[config.mk]
export PLATFORM = sky130hd
export DESIGN_NAME = hazard_scoreboard
export DESIGN_NICKNAME = d
export VERILOG_FILES = /design/src/rtl/hazard_scoreboard.sv
export SDC_FILE = /design/constraint.sdc
export NUM_CORES = 1
export LEC_CHECK = 0
export ABC_AREA = 1
export CORE_UTILIZATION = 35
export DETAILED_ROUTE_END_ITERATION = 8
export PLACE_DENSITY = 0.52
export RECOVER_POWER = 25
export SETUP_SLACK_MARGIN = 0.1
export SLEW_MARGIN = 20
export SYNTH_ARGS = -nofsm -noshare
export SYNTH_HDL_FRONTEND = slang
export SYNTH_SLANG_ARGS = --single-unit
[constraint.sdc]
create_clock -name clk -period 4.95 [get_ports clk]
set_input_delay 1.2375 -clock clk [delete_from_list [all_inputs] [get_ports clk]]
set_output_delay 1.2375 -clock clk [all_outputs]
set_load 0.03 [all_outputs]
[src/rtl/hazard_scoreboard.sv]
// Per-register scoreboard hazard detector that sits beside the ID stage.
// Each register keeps two countdown timers. One counts down to register-file
// writeback. The other counts down to the point where the result can be forwarded.
module hazard_scoreboard #(
  parameter int unsigned REG_COUNT    = 16,
  parameter int unsigned REG_W        = 4,
  parameter int unsigned NUM_SRC      = 3,
  parameter int unsigned CNT_W        = 3,
  parameter int unsigned WB_LAT       = 2,
  parameter int unsigned ALU_FWD_LAT  = 0,
  parameter int unsigned LOAD_FWD_LAT = 1
) (
  input  logic                       clk,
  input  logic                       rst,
  input  logic                       fwd_en,
  input  logic                       mem_freeze,
  input  logic                       issue_valid,
  input  logic                       issue_wb_en,
  input  logic                       issue_mem_r_en,
  input  logic [REG_W-1:0]           issue_dest,
  input  logic [NUM_SRC*REG_W-1:0]   src_addr,
  input  logic [NUM_SRC-1:0]         src_valid,
  output logic                       hazard_detected,
  output logic [NUM_SRC-1:0]         hazard_src,
  output logic [REG_COUNT-1:0]       pending_mask,
  output logic [15:0]                stall_count
);

  localparam int unsigned STALL_W = 16;
  localparam logic [STALL_W-1:0] STALL_MAX = '1;

  logic [CNT_W-1:0]     wb_cnt  [REG_COUNT];
  logic [CNT_W-1:0]     fwd_cnt [REG_COUNT];
  logic [REG_COUNT-1:0] fwd_pend;
  logic                 accept;

  // Per-register "not yet readable" and "not yet forwardable" flags
  always_comb begin
    pending_mask = '0;
    fwd_pend     = '0;
    for (int r = 0; r < REG_COUNT; r++) begin
      pending_mask[r] = (wb_cnt[r] != '0);
      fwd_pend[r]     = (fwd_cnt[r] != '0);
    end
  end

  // Source hazard lookup; addresses beyond REG_COUNT match no register and never flag
  always_comb begin
    hazard_src = '0;
    for (int i = 0; i < NUM_SRC; i++) begin
      for (int r = 0; r < REG_COUNT; r++) begin
        if (src_addr[i*REG_W +: REG_W] == REG_W'(r)) begin
          hazard_src[i] = src_valid[i] & (fwd_en ? fwd_pend[r] : pending_mask[r]);
        end
      end
    end
    hazard_detected = |hazard_src;
    accept          = issue_valid & issue_wb_en & ~hazard_detected & ~mem_freeze;
  end

  // Countdown timers; a newly accepted producer reloads its destination (newest producer wins)
  always_ff @(posedge clk) begin
    if (!rst) begin
      for (int r = 0; r < REG_COUNT; r++) begin
        wb_cnt[r]  <= '0;
        fwd_cnt[r] <= '0;
      end
    end else if (!mem_freeze) begin
      for (int r = 0; r < REG_COUNT; r++) begin
        if (accept && (issue_dest == REG_W'(r))) begin
          wb_cnt[r]  <= CNT_W'(WB_LAT);
          fwd_cnt[r] <= issue_mem_r_en ? CNT_W'(LOAD_FWD_LAT) : CNT_W'(ALU_FWD_LAT);
        end else begin
          if (wb_cnt[r] != '0) begin
            wb_cnt[r] <= wb_cnt[r] - CNT_W'(1);
          end
          if (fwd_cnt[r] != '0) begin
            fwd_cnt[r] <= fwd_cnt[r] - CNT_W'(1);
          end
        end
      end
    end
  end

  // Saturating count of cycles in which an ID instruction was held by a hazard
  always_ff @(posedge clk) begin
    if (!rst) begin
      stall_count <= '0;
    end else if (!mem_freeze && issue_valid && hazard_detected && (stall_count != STALL_MAX)) begin
      stall_count <= stall_count + STALL_W'(1);
    end
  end

endmodule

==> flow_summary.yaml, run 1 <==
clock_network:
  cts_tree: "done"
  clock_path_buffers: 2
  clock_sinks: 112
  hold_buffers: 0
  clk_latency_ns: 0.38
  clkTransAtPathRegs_ns: 0.09
  cts-htree-levels: 3
  numCtsBuffers: 9
  clockRootBuffer: "clkbuf_16"
power_and_ir_drop:
  p_per_area_nw_per_um2: 280
  p_leak_nw: 4.10
  switching_share_pct: 31.7
  p_switching_w: 0.000793
  intPower_w: 0.00171
  peakVddDrop_v: 0.000174
  p_seq_share_pct: 45.6
  comb_power_share_pct: 23.0
  power_frac_clock_pct: 31.4
die:
  ios: 62
  die_x_um: 151
  die_h_um: 151
  dieArea_sq_um: 22700
  initial_core_util_pct: 35.5
  rows: 54
  core_area_sq_um: 21800
synth:
  yosys-top-cells-area: "edfxtp_1 37%, ha_1 11%, inv_1 8.7%"
  synth_cells: 963
  synth_cell_types: 37
  ys_ff_latch: 112
  syn_area_sq_um: 7730
  synth_xor_xnor_area_share_pct: 2.95
  ys.flop_type: "edfxtp_1"
  synthAdderAreaFrac_pct: 10.5
  syn-num-nets: 1054
  synthMuxAreaShare_pct: 0
  yosys_warnings: 0
  synth_simple_gate_area_share_pct: 30.1
  synth_top_area_share_pct: 37.3
  synth_edf_count: 96
  avgSynthCellArea_sq_um: 8.03
  ys_seq_area_share_pct: 41.4
  async_flop_share_pct: 0
  synth_compound_area_share_pct: 4.45
  synth_top_family_by_area: "simple AND/OR/NAND/NOR gates"
  synth_top_cell_by_area: "edfxtp_1"
outcome:
  outcome: "finished, final reports clean"
global_routing:
  grt_pass1_wl_mm: 29.7
  grt-ovfl-total: 0
  grt_pass1_vias: 5912
  antenna_found_initial: 0
  grt_use_total_pct: 16.9
  grt_start_max_net_pins: 46
timing:
  slew_violations: 0
  worst_pin_slew_ns: 0.976
  max_slew_margin_pct: 34.7
  grt_setup_unrepaired: "false"
  period_share_pct: 93.5
  min_period_ns: 4.63
  finalSetupViolCount: 0
  fmax_mhz: 216
  clock-skew-final_ns: 0.0174
  hold_viol_final: 0
worst_setup_path:
  critPathCaptureType: "output pin"
  cp_top_family: "simple AND/OR/NAND/NOR gates"
  crit_path_start_kind: "input port"
  cp.buffers_inverters: 3
  path_max_fanout: 6
  crit_required_ns: 3.71
  cp_cell_sequence: "clkdlybuf4s50_1, nand2_1, inv_1, nand3_1, nand2_1, nor2_1, nand2_1, nand3_1, nand2_1, nand2_1, nand3_1, nand2_1, nand4_2, nor2_8, nand2_4, dlygate4sd2_1"
  worstSetupPathType: "in -> out"
  crit_top_cell: "nand2_1"
  worst_path_largest_cell_delay_ns: 0.54
  arrival_ns: 3.39
  crit_slowest_cell: "clkdlybuf4s50_1"
routing:
  wl_per_cell_um: 13.7
  via_per_inst: 4.80
  drt-total-wl_mm: 18.1
  antenna_left: 0
  remaining_drc_errors: 0
  drt-initial-drc-count: 341
  first_pass_iters: 5
  via_count: 6344
layout:
  final_cell_mix: "181 x inv_1, 174 x nand2_1, 146 x nor2_1, 96 x edfxtp_1, 90 x nand3_1"
  diodes: 0
  syn2layout_area_growth_pct: 15.9
  fin_util_pct: 41.2
  nets: 1128
  final_common_cell: "inv_1"
  drive_above_1_share_pct: 6.05
  stdcell_count: 1322
place:
  dpl.cell_count: 1306
  gp_congestion: 0.892
  dp_hpwl_mm: 13.6
  io_buffers: 61
min_path:
  min_path_type: "reg -> reg"
flow_run:
  drv_cap: 0
path summary, 6_finish.rpt:
| check | start | endpoint | slack [ns] | depth (start not counted) |
|---|---|---|---|---|
| setup / recovery | src_addr[4] | hazard_detected | 0.32 | 16 |
| hold / removal | stall_count[14] | stall_count[14] | 0.50 | 2 |
| setup reg to reg | wb_cnt[0][21] | wb_cnt[1][7] | 1.70 | 16 |
| hold reg to reg | stall_count[14] | stall_count[14] | 0.50 | 2 |
cell usage after synthesis (14+ instances only):
| cell type | n |
|---|---|
| inv_1 | 180 |
| dfxtp_1 | 16 |
| nor2_1 | 147 |
| nand3_1 | 90 |
| a21oi_1 | 42 |
| edfxtp_1 | 96 |
| xnor2_1 | 17 |
| ha_1 | 65 |
| nand2_1 | 170 |
| nor3_1 | 14 |
| nand4_1 | 33 |
logic make-up (layout without fill, tap and decap cells):
family / Yosys count / count (layout)
AO/OA/AOI/OAI: 66 / 66
buffers and inverters: 205 / 284
AND/OR/NAND/NOR: 489 / 489
adder cells (fa/ha/maj): 65 / 65
XOR/XNOR: 26 / 26
flip-flops: 112 / 112
power by group through the flow:
stage | clock [W] | combinational [W] | sequential [W]
final | 0.000786 | 0.000577 | 0.00114
after global routing | 0.000838 | 0.000659 | 0.00115
after CTS | 0.000811 | 0.000606 | 0.00114
after detailed placement | 0 | 0.000605 | 0.00117
after global placement | 0 | 0.000602 | 0.00116
after floorplan | 0 | 0.000414 | 0.00116
per-layer routing:
metal	part of all wire (%)	routed length, um	vias to the layer above	global-route usage (%)
met5	0	0	-	0
met4	1.4	244	0	5.60
met3	4.1	741	15	2.00
met2	45	8200	129	27.0
met1	49	8880	2906	23.7
li1	-	-	3294	-
layout make-up:
class / instances / area (sq um)
fillers: 2267 / 12800
multi-input cells: 646 / 3620
flip-flops and latches: 112 / 3200
repair buffers: 85 / 778
inverters: 183 / 689
well taps: 280 / 350
clock buffers: 10 / 250
clock inverters: 6 / 65.1
per-stage QoR:
| step | power [W] | setup TNS (ns) | hold WS (ns) | cell area [sq um] | setup WS, ns |
|---|---|---|---|---|---|
| 2_1_floorplan | 0.00157 | 0 | 0.530 | 7730 | 1.03 |
| 3_3_place_gp | 0.00177 | -0.131 | 0.475 | 8740 | -0.0908 |
| 4_1_cts | 0.00256 | 0 | 0.493 | 9060 | 0.155 |
| 3_5_place_dp | 0.00177 | -0.196 | 0.480 | 8740 | -0.112 |
| 5_1_grt | 0.00265 | 0 | 0.532 | 8960 | 0.126 |
| 6_report | 0.00251 | 0 | 0.496 | 8960 | 0.320 |
flip-flops by register name, summed over array words and instances (netlist names):
signal	count
fwd_cnt	48
stall_count	16
wb_cnt	48
worst register-to-register path, stage by stage, from the launching register on:
cell and delay [ns]:
edfxtp_1 0.40, inv_1 0.10, ha_1 0.14, nand2_1 0.15
o21ai_1 0.35, a31oi_1 0.13, nand3_1 0.10, nand2_1 0.05
nand2_1 0.05, nand3_1 0.06, nand2_1 0.08, nand4_2 0.17
nor2_8 0.18, buf_4 0.24, nand4_1 0.35, nand3_1 0.25
nand3_1 0.17
repair_timing:
action,4_1_cts,5_1_grt
setup buffers,0,0
resized for setup,4,3
setup endpoints to repair,2,2
gates cloned,0,0
Power figures use the tool's default switching activity.
==> inputs of run 2 (changes only) <==
CORE_ASPECT_RATIO = 0.6   (was default)
clock period = 5.1 ns   (was 4.95 ns; I/O delays follow)
==> flow_summary.yaml, run 2 (synthesis results as in run 1) <==
outcome:
  outcome: "finished, final reports clean"
timing:
  slew_violations: 0
  max_slew_margin_pct: 33.5
  fmax_mhz: 210
  min_period_ns: 4.77
  clock-skew-final_ns: 0.0110
  period_share_pct: 93.5
  grt_setup_unrepaired: "false"
  hold_viol_final: 0
  finalSetupViolCount: 0
  setup_tns_ns: 0
  whs_ns: 0.491
  worst_pin_slew_ns: 0.994
clock_network:
  cts-htree-levels: 3
  clkTransAtPathRegs_ns: 0.08
  hold_buffers: 0
  clock_sinks: 112
  numCtsBuffers: 9
  cts_tree: "done"
  clock_path_buffers: 2
  clk_latency_ns: 0.37
  clockRootBuffer: "clkbuf_16"
die:
  ios: 62
  dieArea_sq_um: 22700
  initial_core_util_pct: 36.2
  die_x_um: 194
  core_area_sq_um: 21300
  die_h_um: 117
  rows: 41
layout:
  fillers: 2204
  final_cell_mix: "181 x inv_1, 174 x nand2_1, 146 x nor2_1, 96 x edfxtp_1, 91 x nand3_1"
  fin_util_pct: 42.0
  syn2layout_area_growth_pct: 16.0
  fin_area_sq_um: 8970
  drive_above_1_share_pct: 5.96
  top_regs: "fwd_cnt x48, wb_cnt x48, stall_count x16"
  final_common_cell: "inv_1"
  stdcell_count: 1320
  nets: 1126
power_and_ir_drop:
  peakVddDrop_v: 0.000166
  comb_power_share_pct: 23.3
  p_leak_nw: 4.08
  intPower_w: 0.00172
  p_per_area_nw_per_um2: 275
  p_seq_share_pct: 45.0
  power_frac_clock_pct: 31.8
  switching_share_pct: 30.4
  p_switching_w: 0.000749
place:
  placed_cell_area_sq_um: 8740
  gp_congestion: 0.917
  dpl.cell_count: 1303
  io_buffers: 61
  dp_hpwl_mm: 14.8
global_routing:
  grt_start_max_net_pins: 46
  antenna_found_initial: 1
  grt_use_total_pct: 17.9
  grt_pass1_wl_mm: 31.0
  grt-ovfl-total: 0
  grt_pass1_vias: 5720
routing:
  via_count: 6350
  via_per_inst: 4.81
  wl_per_cell_um: 14.6
  drt-initial-drc-count: 499
  antenna_left: 0
  drt-total-wl_mm: 19.3
  first_pass_iters: 5
  remaining_drc_errors: 0
worst_setup_path:
  critPathCaptureType: "output pin"
  crit_path_start_kind: "input port"
  path_max_fanout: 5
  worstSetupPathType: "in -> out"
  arrival_ns: 3.49
  crit_required_ns: 3.83
flow_run:
  drv_cap: 0
min_path:
  min_path_type: "reg -> reg"
[run 2: cell type report]
class | instances | area (sq um) | area share (%)
multi-input cells | 646 | 3630 | 40.4
well taps | 279 | 349 | 3.89
inverters | 183 | 689 | 7.69
diodes | 1 | 2.50 | 0.0279
flip-flops and latches | 112 | 3200 | 35.7
repair buffers | 83 | 778 | 8.68
clock inverters | 7 | 93.8 | 1.05
clock buffers | 9 | 225 | 2.51
[run 2: path summary, 6_finish.rpt]
| path | startpoint | endpoint | slack [ns] | cells past startpoint |
|---|---|---|---|---|
| worst max register to register | fwd_cnt[0][3] | wb_cnt[1][11] | 1.72 | 21 |
| worst max-delay path | src_addr[1] | hazard_detected | 0.33 | 17 |
| worst min register to register | stall_count[14] | stall_count[14] | 0.49 | 2 |
| worst min-delay path | stall_count[14] | stall_count[14] | 0.49 | 2 |
[run 2: what timing repair did]
| action | 4_1_cts | 5_1_grt |
|---|---|---|
| setup buffers | 0 | 0 |
| gates cloned | 0 | 0 |
| endpoints found under the setup margin | 2 | 2 |
| pin swaps | 0 | 0 |
| gates resized for setup | 2 | 3 |
[run 2: metal layers]
metal  global-route usage [%]  part of all wire, %  routed length [um]  up-vias
li1                         -                    -                   -     3289
met1                     28.6                   58               11100     2893
met2                     23.6                   36                6860      157
met3                     3.75                  5.8                1120       11
met4                     4.02                  1.0                 199        0
met5                        0                    0                   0        -
[run 2: power groups by stage]
stage / Clock, W / Sequential (W) / Combinational [W]
after floorplan: 0 / 0.00113 / 0.000402
after global placement: 0 / 0.00113 / 0.000594
after detailed placement: 0 / 0.00113 / 0.000593
after CTS: 0.000810 / 0.00111 / 0.000595
after global routing: 0.000840 / 0.00112 / 0.000645
final: 0.000783 / 0.00111 / 0.000574
[run 2: metrics by stage]
step	power (W)	setup slack, ns
finish	0.00247	0.333
global route	0.00260	0.0976
CTS	0.00252	0.231
detailed placement	0.00173	-0.0138
global placement	0.00172	0.0505
floorplan	0.00153	1.10
[run 2: critical path: stages]
cell and delay (ns):
clkdlybuf4s50_1 0.61, inv_1 0.09, nand2_1 0.12, nor2_1 0.06, nand2_1 0.06, nand2_1 0.04, nor2_1 0.08, nand2_1 0.06
nand3_1 0.06, nand2_1 0.05, nand2_1 0.06, nand4_1 0.08, nor2_1 0.13, nand3_2 0.14, nor2_8 0.11, nand2_1 0.07
dlygate4sd2_1 0.37
==> inputs of run 3 (changes only) <==
PLACE_DENSITY = default   (was 0.52)
PLACE_DENSITY_LB_ADDON = 0.12   (was default)
SKIP_CTS_REPAIR_TIMING = 1   (was default)
==> flow_summary.yaml, run 3 (synthesis results as in run 1) <==
global_routing:
  grt_start_max_net_pins: 46
  antenna_found_initial: 0
  grt_use_total_pct: 18.2
  grt-ovfl-total: 0
  grt_pass1_vias: 5893
  grt_pass1_wl_mm: 31.7
layout:
  nets: 1127
  top_regs: "fwd_cnt x48, wb_cnt x48, stall_count x16"
  fin_util_pct: 42.0
  fillers: 2160
  diodes: 0
  final_common_cell: "inv_1"
  syn2layout_area_growth_pct: 16.0
  stdcell_count: 1320
  final_cell_mix: "181 x inv_1, 174 x nand2_1, 146 x nor2_1, 96 x edfxtp_1, 91 x nand3_1"
  drive_above_1_share_pct: 5.96
die:
  die_h_um: 117
  rows: 41
  ios: 62
  initial_core_util_pct: 36.2
  dieArea_sq_um: 22700
  die_x_um: 194
  core_area_sq_um: 21300
power_and_ir_drop:
  power_w: 0.00242
  peakVddDrop_v: 0.000173
  p_leak_nw: 4.08
  p_per_area_nw_per_um2: 269
min_path:
  min_path_type: "reg -> reg"
place:
  io_buffers: 61
  gp_congestion: 0.916
  dpl.cell_count: 1304
  dp_hpwl_mm: 14.7
routing:
  via_per_inst: 4.75
  drt-initial-drc-count: 534
  first_pass_iters: 5
  antenna_left: 0
  via_count: 6274
  drt-total-wl_mm: 19.1
  wl_per_cell_um: 14.5
  remaining_drc_errors: 0
clock_network:
  clock_path_buffers: 2
  cts_tree: "done"
  clkTransAtPathRegs_ns: 0.08
  cts-htree-levels: 3
  numCtsBuffers: 9
  clk_latency_ns: 0.37
  clockRootBuffer: "clkbuf_16"
  clock_sinks: 112
timing:
  clock-skew-final_ns: 0.00950
  hold_viol_final: 0
  worst_pin_slew_ns: 0.986
  min_period_ns: 4.85
  slew_violations: 0
  fmax_mhz: 206
  grt_setup_unrepaired: "true"
  finalSetupViolCount: 0
  period_share_pct: 95.0
  max_slew_margin_pct: 34.2
worst_setup_path:
  arrival_ns: 3.57
  crit_required_ns: 3.83
  critPathCaptureType: "output pin"
  r2r_slack_ns: 1.61
  path_max_fanout: 6
  worstSetupPathType: "in -> out"
  crit_path_start_kind: "input port"
flow_run:
  drv_cap: 0
outcome:
  outcome: "finished, final reports clean"
run 3: worst paths after layout:
kind                      to  cells after the start             from
max          hazard_detected                     14           fwd_en
min          stall_count[14]                      2  stall_count[14]
max reg2reg    wb_cnt[1][13]                     18     wb_cnt[0][0]
min reg2reg  stall_count[14]                      2  stall_count[14]
run 3: where the power goes:
| group | internal, W | switching (W) | leakage (nW) |
|---|---|---|---|
| Sequential | 0.00108 | 0.0000265 | 1.14 |
| Combinational | 0.000207 | 0.000365 | 2.81 |
| Clock | 0.000392 | 0.000343 | 0.142 |
| Total | 0.00168 | 0.000735 | 4.08 |
run 3: layout make-up:
type	instances	area [sq um]	share of cell area, %
Tap cell	279	349	3.89
Sequential cell	112	3200	35.7
Clock inverter	6	58.8	0.656
Timing Repair Buffer	84	800	8.92
Inverter	183	689	7.69
Clock buffer	10	239	2.67
Multi-Input combinational cell	646	3630	40.5
run 3: critical path, stage by stage:
cell,delay [ns]
clkdlybuf4s50_1,0.54
o21ai_0,0.48
nor2_1,0.07
nor2_1,0.14
nand2_1,0.08
nand3_1,0.07
nand2_1,0.05
nand2_1,0.06
nand3_1,0.06
nand2_1,0.07
nand4_2,0.18
nor2_8,0.17
nand2_1,0.07
dlymetal6s2s_1,0.25
run 3: through the flow:
stage / instance area, sq um / worst slack [ns] / setup TNS [ns] / hold slack (ns)
finish: 8970 / 0.253 / 0 / 0.502
global route: 8970 / 0.0647 / 0 / 0.515
CTS: 9060 / -0.123 / -0.190 / 0.499
global placement: 8760 / -0.0339 / -0.0339 / 0.487
detailed placement: 8760 / -0.104 / -0.160 / 0.485
floorplan: 7730 / 1.10 / 0 / 0.530
run 3: metal layers:
| layer | GRT usage, % | part of all wire, % |
|---|---|---|
| met1 | 28.7 | 58 |
| met2 | 25.1 | 37 |
| met3 | 3.41 | 4.4 |
| met4 | 3.65 | 0.76 |
| met5 | 0 | 0 |
